==> config.mk <==
export PLATFORM = sky130hd
export DESIGN_NAME = shift_encode_pipe_flat
export DESIGN_NICKNAME = d
export VERILOG_FILES = /design/src/rtl/shift_encode_pipe_if.sv /design/src/rtl/shift_encode_pipe.sv /design/src/flat_wrapper.sv
export SDC_FILE = /design/constraint.sdc
export NUM_CORES = 1
export LEC_CHECK = 0
export BUFFER_PORTS_ARGS = -buffer_cell sky130_fd_sc_hd__buf_2
export CAP_MARGIN = 20
export CORE_MARGIN = 10
export CORE_UTILIZATION = 43
export DETAILED_ROUTE_END_ITERATION = 12
export REMOVE_ABC_BUFFERS = 1
export SETUP_SLACK_MARGIN = 0.2
export SLEW_MARGIN = 0
export SYNTH_ARGS = -nofsm -noshare
export SYNTH_HDL_FRONTEND = slang
export SYNTH_SLANG_ARGS = --single-unit
==> constraint.sdc <==
create_clock -name clk -period 1.75 [get_ports clk]
set_clock_uncertainty 0.15 [all_clocks]
set_input_delay 0.35 -clock clk [delete_from_list [all_inputs] [get_ports clk]]
set_output_delay 0.35 -clock clk [all_outputs]
set_load 0.02 [all_outputs]
==> src/rtl/shift_encode_pipe_if.sv <==
// Stream bundle for shift_encode_pipe: operand/tag in, shifted word/encoder result/tag out.
// The slave modport is the pipeline itself; the master modport is the operand source plus the result consumer.
interface shift_encode_pipe_if #(
    parameter int WIDTH = 8,
    parameter int TAG_W = 4
);
    localparam int SH_W = $clog2(WIDTH);

    logic             in_valid;
    logic             in_ready;
    logic [WIDTH-1:0] in_data;
    logic [SH_W-1:0]  in_shamt;
    logic [1:0]       in_mode;
    logic [TAG_W-1:0] in_tag;

    logic             out_valid;
    logic             out_ready;
    logic [WIDTH-1:0] out_shifted;
    logic [SH_W-1:0]  out_pe;
    logic             out_pe_vld;
    logic [TAG_W-1:0] out_tag;

    modport master (
        output in_valid, in_data, in_shamt, in_mode, in_tag, out_ready,
        input  in_ready, out_valid, out_shifted, out_pe, out_pe_vld, out_tag
    );

    modport slave (
        input  in_valid, in_data, in_shamt, in_mode, in_tag, out_ready,
        output in_ready, out_valid, out_shifted, out_pe, out_pe_vld, out_tag
    );
endinterface

==> src/rtl/shift_encode_pipe.sv <==
// Two-stage pipeline: stage 1 barrel-shifts (SLL/SRL/SRA/ROR), stage 2 priority-encodes the
// highest set bit. Valid/ready on both sides with full throughput; a tag rides along with each beat.
module shift_encode_pipe #(
    parameter int WIDTH = 8,
    parameter int TAG_W = 4
) (
    input  logic                  clk,
    input  logic                  rst,
    shift_encode_pipe_if.slave    bus
);
    localparam int SH_W = $clog2(WIDTH);

    localparam logic [1:0] MODE_SLL = 2'b00;
    localparam logic [1:0] MODE_SRL = 2'b01;
    localparam logic [1:0] MODE_SRA = 2'b10;
    localparam logic [1:0] MODE_ROR = 2'b11;

    logic             s1_valid;
    logic [WIDTH-1:0] s1_data;
    logic [TAG_W-1:0] s1_tag;

    logic             s2_valid;
    logic [WIDTH-1:0] s2_data;
    logic [SH_W-1:0]  s2_pe;
    logic             s2_pe_vld;
    logic [TAG_W-1:0] s2_tag;

    logic             s1_adv;
    logic             s2_adv;
    logic [WIDTH-1:0]   shifted_next;
    logic [2*WIDTH-1:0] rot_wide;
    logic [SH_W-1:0]  pe_next;
    logic             pe_vld_next;

    // A stage may load whenever its register is empty or its content moves on in the same cycle.
    assign s2_adv = !s2_valid || bus.out_ready;
    assign s1_adv = !s1_valid || s2_adv;

    always_comb begin
        rot_wide     = {bus.in_data, bus.in_data} >> bus.in_shamt;
        shifted_next = bus.in_data;
        case (bus.in_mode)
            MODE_SLL: shifted_next = bus.in_data << bus.in_shamt;
            MODE_SRL: shifted_next = bus.in_data >> bus.in_shamt;
            MODE_SRA: shifted_next = $signed(bus.in_data) >>> bus.in_shamt;
            MODE_ROR: shifted_next = rot_wide[WIDTH-1:0];
            default:  shifted_next = bus.in_data;
        endcase
    end

    // Ascending scan so the highest set bit is the last to write.
    always_comb begin
        pe_next = '0;
        for (int i = 0; i < WIDTH; i++) begin
            if (s1_data[i]) begin
                pe_next = SH_W'(i);
            end
        end
        pe_vld_next = |s1_data;
    end

    always_ff @(posedge clk) begin
        if (rst) begin
            s1_valid  <= 1'b0;
            s1_data   <= '0;
            s1_tag    <= '0;
            s2_valid  <= 1'b0;
            s2_data   <= '0;
            s2_pe     <= '0;
            s2_pe_vld <= 1'b0;
            s2_tag    <= '0;
        end else begin
            if (s1_adv) begin
                s1_valid <= bus.in_valid;
                if (bus.in_valid) begin
                    s1_data <= shifted_next;
                    s1_tag  <= bus.in_tag;
                end
            end
            if (s2_adv) begin
                s2_valid <= s1_valid;
                if (s1_valid) begin
                    s2_data   <= s1_data;
                    s2_pe     <= pe_next;
                    s2_pe_vld <= pe_vld_next;
                    s2_tag    <= s1_tag;
                end
            end
        end
    end

    assign bus.in_ready    = s1_adv;
    assign bus.out_valid   = s2_valid;
    assign bus.out_shifted = s2_data;
    assign bus.out_pe      = s2_pe;
    assign bus.out_pe_vld  = s2_pe_vld;
    assign bus.out_tag     = s2_tag;
endmodule

==> src/flat_wrapper.sv <==
// flat-port wrapper written by rule: the top's interface ports become plain ports
module shift_encode_pipe_flat 
#(
    parameter int WIDTH = 8,
    parameter int TAG_W = 4
)
  (clk, rst, bus_in_valid, bus_in_data, bus_in_shamt, bus_in_mode, bus_in_tag, bus_out_ready, bus_in_ready, bus_out_valid, bus_out_shifted, bus_out_pe, bus_out_pe_vld, bus_out_tag);
  shift_encode_pipe_if #(.WIDTH(WIDTH), .TAG_W(TAG_W)) bus_i ();
  input  logic clk;
  input  logic rst;
  input wire logic [$bits(bus_i.in_valid)-1:0] bus_in_valid;
  input wire logic [$bits(bus_i.in_data)-1:0] bus_in_data;
  input wire logic [$bits(bus_i.in_shamt)-1:0] bus_in_shamt;
  input wire logic [$bits(bus_i.in_mode)-1:0] bus_in_mode;
  input wire logic [$bits(bus_i.in_tag)-1:0] bus_in_tag;
  input wire logic [$bits(bus_i.out_ready)-1:0] bus_out_ready;
  output wire logic [$bits(bus_i.in_ready)-1:0] bus_in_ready;
  output wire logic [$bits(bus_i.out_valid)-1:0] bus_out_valid;
  output wire logic [$bits(bus_i.out_shifted)-1:0] bus_out_shifted;
  output wire logic [$bits(bus_i.out_pe)-1:0] bus_out_pe;
  output wire logic [$bits(bus_i.out_pe_vld)-1:0] bus_out_pe_vld;
  output wire logic [$bits(bus_i.out_tag)-1:0] bus_out_tag;
  assign bus_i.in_valid = bus_in_valid;
  assign bus_i.in_data = bus_in_data;
  assign bus_i.in_shamt = bus_in_shamt;
  assign bus_i.in_mode = bus_in_mode;
  assign bus_i.in_tag = bus_in_tag;
  assign bus_i.out_ready = bus_out_ready;
  assign bus_in_ready = bus_i.in_ready;
  assign bus_out_valid = bus_i.out_valid;
  assign bus_out_shifted = bus_i.out_shifted;
  assign bus_out_pe = bus_i.out_pe;
  assign bus_out_pe_vld = bus_i.out_pe_vld;
  assign bus_out_tag = bus_i.out_tag;
  shift_encode_pipe #(.WIDTH(WIDTH), .TAG_W(TAG_W)) u_core (.clk(clk), .rst(rst), .bus(bus_i));
endmodule
==> out/summary.txt, run 1 <==
Status - complete, no violations
Reg power frac - 41.4%
Count leader, synth - nand2_1
CP Launch Type - input pin
CTS Buffer Depth - 2
Crit Path Class - input pin to register
Period utilization - 88.61%
Die Y - 87.12 um
PD cells - 716.6 nW/um^2
Final net count - 327
Cell Area, Synth - 1937 sq um
Yosys top cell by area - dfxtp_1
Vias in the first global route - 1,820
CP required - 1.79 ns
Worst r2r dst - u_core.s1_data[6]
Cell variety after synth - 49
Largest fanout on the critical path - 9
Critical-path top delay cell - nor4b_1
Clock share of power - 32.3%
Count of final setup violators - 0
Slew Limit Fails - 0
Core area - 4354 sq um
WL final - 6017 um
Die X - 87.12 um
Post-Syn Area per Cell - 7.747 sq um
Sw Ratio - 30.84%
Antenna-violating nets left - 0
Register area share after synthesis - 31.01%
Fmax - 644.9 MHz
Inserted Clock Buffers - 5
Top Ports - 39
Root buffer cell - clkbuf_8
Layout cell share with drive strength beyond 1 - 31.60%
Largest net degree at the start of global routing - 26
Global route overflow - 0
Hold Fails Final Rpt - 0
Net switching power - 0.5607 mW
Worst path cell trace - buf_4, buf_12, mux2i_1, buf_4, nor4b_1, a311oi_1, a311oi_1
PortBufs - 38
Worst slew pin tran - 0.4891 ns
# diodes - 0
CTS H-tree depth - 2
Min-delay worst type - input pin to register
Mapped Cells - 250
Final core utilization - 58.28%
Top cells by area, synth - dfxtp_1, nand2_1, mux2i_1, a21oi_1, nor2_1
Worst slew margin - 67.40%
Synth Warn # - 0
Reg-to-Reg Start - u_core.s1_valid
Top cells by count, synth - nand2_1, dfxtp_1, a21oi_1
Total GRT Usage - 15.42%
Initial DRC Count - 144
Vias post-DR - 2,027
RD Place Congestion - 0.9269
Row count - 24
Post-DP HPWL - 4449 um
Die area - 7589 sq um
Comb pwr share - 26.3%
Max-Cap Viols - 0
Final total power - 1.818 mW
LEAKAGE - 1.068 nW
Worst R2R Setup Slack - 0.26 ns
RSZ-0062 raised after global routing - true
Worst-Skew Late Latency - 0.28 ns
CP arrival - 1.59 ns
Int Pwr - 1.258 mW
DP Cell Count - 348
Clk sinks - 30
Wirelength per Cell - 16.76 um
Starting density of the core - 44.48%
Max incr delay on CP - 0.29 ns
VDD IR max - 0.3377 mV
Initial DRT Pass Iterations - 4
Synth top area share - 31.01%
Routed vias/inst - 5.646
# DRC - 0
Yosys reg bits - 30
Crit end category - register
Post-synth ARST share - 0%
First-pass GRT wire length - 9466 um
Hold depth - 3
Post-synth EDFFs - 0
Synthesis-to-finish area growth - 31.01%
CTS tree - yes
Post-layout min period - 1.551 ns
Clock transition at path regs - 0.07 ns
Min Hold Slack - 0.1499 ns
Ys flop type - dfxtp_1
Final cell count without fillers - 359
Hold path startpoint - bus_in_tag[2]
Hold worst-path end - u_core.s1_tag[2]
R2R depth - 5
Initial antenna violation count - 0
[power by group through the flow]
stage               clock, mW  combinational [mW]  sequential [mW]
finish                  0.587               0.478            0.753
global route            0.639               0.521            0.758
CTS                     0.606               0.450            0.752
detailed placement          0               0.445            0.768
global placement            0               0.447            0.767
floorplan                   0               0.203            0.781
[critical path, delay by kind of cell]
kind | cells | cell delay [ns]
simple gates | 1 | 0.29
compound gates | 2 | 0.34
mux | 1 | 0.14
buf+inv | 3 | 0.47
[cell usage in the layout, fill, tap and decap left out, types with 6 or more instances in the layout]
cell type / n
nor3_1: 7
clkbuf_8: 6
mux2i_1: 12
nand2_1: 47
buf_4: 27
a21oi_1: 28
nand2b_1: 7
buf_2: 35
dfxtp_1: 28
nor2_1: 17
o21ai_0: 7
[what timing repair did]
action                     4_1_cts  5_1_grt
setup endpoints to repair        1       11
buffers inserted                 0        2
cloned                           0        1
resized for setup                3       17
pin swaps                        0        4
hold buffers                     0        0
[state kept, by name (all words and copies together), names as in the netlist]
name,flops
u_core.s1_data,8
u_core.bus.out_shifted,8
u_core.bus.out_tag,4
u_core.bus.out_pe,3
u_core.s1_valid,1
u_core.bus.out_valid,1
u_core.s1_tag,4
u_core.bus.out_pe_vld,1
[how the worst max path moves through the flow]
| stage | start | endpoint |
|---|---|---|
| floorplan | u_core.bus.out_valid | u_core.s1_data[6] |
| global placement | bus_in_shamt[0] | u_core.s1_data[5] |
| detailed placement | bus_in_shamt[1] | u_core.s1_data[5] |
| CTS | bus_in_shamt[1] | u_core.s1_data[5] |
| global route | bus_in_shamt[1] | u_core.s1_data[6] |
| finish | bus_in_shamt[1] | u_core.s1_data[6] |
[final cells by class]
type / instances / area (sq um)
Tap cell: 52 / 65.06
Fill cell: 402 / 1817
Timing Repair Buffer: 70 / 513.0
Sequential cell: 30 / 603.1
Inverter: 4 / 15.01
Multi-Input combinational cell: 195 / 1246
Clock buffer: 6 / 82.58
Clock inverter: 2 / 12.51
[per-layer routing]
layer  routed length (um)  part of all wire (%)  vias to the layer above  track usage (%)
met2                 2760                    46                       75            23.52
met1                 2661                    44                      924            20.45
met4                  138                   2.3                        0            6.232
met5                    0                     0                        -                0
met3                  456                   7.6                       11            3.371
li1                     -                     -                     1017                -
[cell families after synthesis]
kind of cell | synth area share [%]
multiplexers | 13.50
buffers and inverters | 7.169
AO/OA/AOI/OAI | 23.64
AND/OR/NAND/NOR | 24.68
flip-flops | 31.01
[per-stage QoR]
step / cell area, sq um / TNS (ns) / setup slack (ns)
2_1_floorplan: 1813 / -0.02974 / -0.02974
3_3_place_gp: 2336 / -0.3726 / -0.1033
3_5_place_dp: 2336 / -0.4521 / -0.1067
4_1_cts: 2444 / 0 / 0.2085
5_1_grt: 2537 / 0 / 0.1507
6_report: 2537 / 0 / 0.1993
(Power assumes the default switching activity.)
==> inputs of run 2 (changes only) <==
--- a/config.mk
+++ b/config.mk
@@ -8,7 +8,7 @@
 export BUFFER_PORTS_ARGS = -buffer_cell sky130_fd_sc_hd__buf_2
 export CAP_MARGIN = 20
 export CORE_MARGIN = 10
-export CORE_UTILIZATION = 43
+export CORE_UTILIZATION = 36
 export DETAILED_ROUTE_END_ITERATION = 12
 export REMOVE_ABC_BUFFERS = 1
 export SETUP_SLACK_MARGIN = 0.2
==> out/summary.txt, run 2 (synthesis gave the netlist of run 1 again) <==
Status - complete, no violations
Min-delay worst type - input pin to register
Worst slack, placed - -0.1977 ns
Clock transition at path regs - 0.06 ns
Synthesis-to-finish area growth - 34.88%
Clk sinks - 30
Final net count - 340
Total GRT Usage - 13.86%
Vias in the first global route - 2,087
WL final - 6021 um
Hold Fails Final Rpt - 0
First-pass GRT wire length - 9949 um
Highest metal used - met4
CP arrival - 1.52 ns
Postcts setup bufs - 0
Die area - 8714 sq um
Fmax - 656.2 MHz
Slew Limit Fails - 0
Final total power - 1.947 mW
Worst slew margin - 71.04%
Root buffer cell - clkbuf_8
Wirelength per Cell - 15.48 um
Max-Cap Viols - 0
Metal-1 WL - 2653 um
Worst slew pin tran - 0.4304 ns
RSZ-0062 raised after global routing - true
Initial antenna violation count - 0
LEAKAGE - 1.119 nW
Largest fanout on the critical path - 8
Core area - 5172 sq um
VDD IR max - 0.3382 mV
CTS Buffer Depth - 2
CP required - 1.75 ns
Vias post-DR - 2,064
# DRC - 0
Post-layout min period - 1.524 ns
Die X - 93.35 um
Count of final setup violators - 0
Antenna-violating nets left - 0
Min Hold Slack - 0.1587 ns
Commonest non-fill, non-tap cells in the layout - nand2_1, buf_4, buf_2, a21oi_1, dfxtp_1
Crit Path Class - input pin to register
Row count - 26
Top Ports - 39
Routed met3 length - 389 um
Global route overflow - 0
Post-DP HPWL - 4607 um
CTS Hold Buffers Added - 0
Commonest non-fill, non-tap cell in the layout - nand2_1
Largest net degree at the start of global routing - 23
Fin worst setup slack - 0.2260 ns
PD cells - 745.4 nW/um^2
Layout cell share with drive strength beyond 1 - 34.17%
Setup tns final - 0 ns
Placed Area - 2441 sq um
Final cell count without fillers - 389
Final core utilization - 50.51%
Final instance area - 2613 sq um
Die Y - 93.35 um
Crit end category - register
CTS tree - yes
Period utilization - 87.09%
PortBufs - 38
CTS H-tree depth - 2
Routed vias/inst - 5.306
Worst-Skew Late Latency - 0.28 ns
Initial DRC Count - 194
RD Place Congestion - 0.9524
CP Launch Type - input pin
Met2 wire len - 2906 um
# diodes - 0
Initial DRT Pass Iterations - 4
DP Cell Count - 382
Inserted Clock Buffers - 5
Starting density of the core - 37.45%
## run 2: cell count changes in the layout (fill, tap and decap cells not counted), moves of 2 or more
cell     before  now
buf_12        4    1
buf_4        27   44
mux2i_4       2    0
mux2i_2       2    4
## run 2: final cells by class
type / instances / area, sq um
inverters: 4 / 15.01
well taps: 70 / 87.58
fillers: 506 / 2560
clock inverters: 1 / 30.03
multi-input cells: 195 / 1242
repair buffers: 83 / 553.0
flip-flops and latches: 30 / 601.8
clock buffers: 6 / 82.58
## run 2: timing repair
item / in CTS / in global routing
pin swaps: 1 / 1
hold endpoints to repair: 0 / 0
resized for setup: 6 / 9
setup endpoints to repair: 4 / 7
gates cloned: 0 / 0
## run 2: final timing paths
| check | from | to | slack, ns | cells after the start |
|---|---|---|---|---|
| setup / recovery | bus_in_shamt[0] | u_core.s1_data[3] | 0.23 | 6 |
| hold / removal | bus_in_tag[3] | u_core.s1_tag[3] | 0.16 | 3 |
| setup reg to reg | u_core.s1_valid | u_core.s1_data[6] | 0.32 | 5 |
| hold reg to reg | u_core.bus.out_shifted[6] | u_core.bus.out_shifted[6] | 0.30 | 2 |
## run 2: routing by layer
layer	vias to the layer above	global-route usage (%)
li1	1041	-
met1	951	17.35
met2	64	22.56
met3	8	3.437
met4	0	4.627
met5	-	0
## run 2: critical path, stage by stage
cell and delay [ns]:
buf_4 0.13, mux2_2 0.36, nor2b_1 0.14, o32ai_2 0.27, o311a_1 0.22, nor3_1 0.05
## run 2: power breakdown
part,internal [mW],switching [mW]
Combinational,0.225,0.261
Clock,0.455,0.253
Sequential,0.722,0.0309
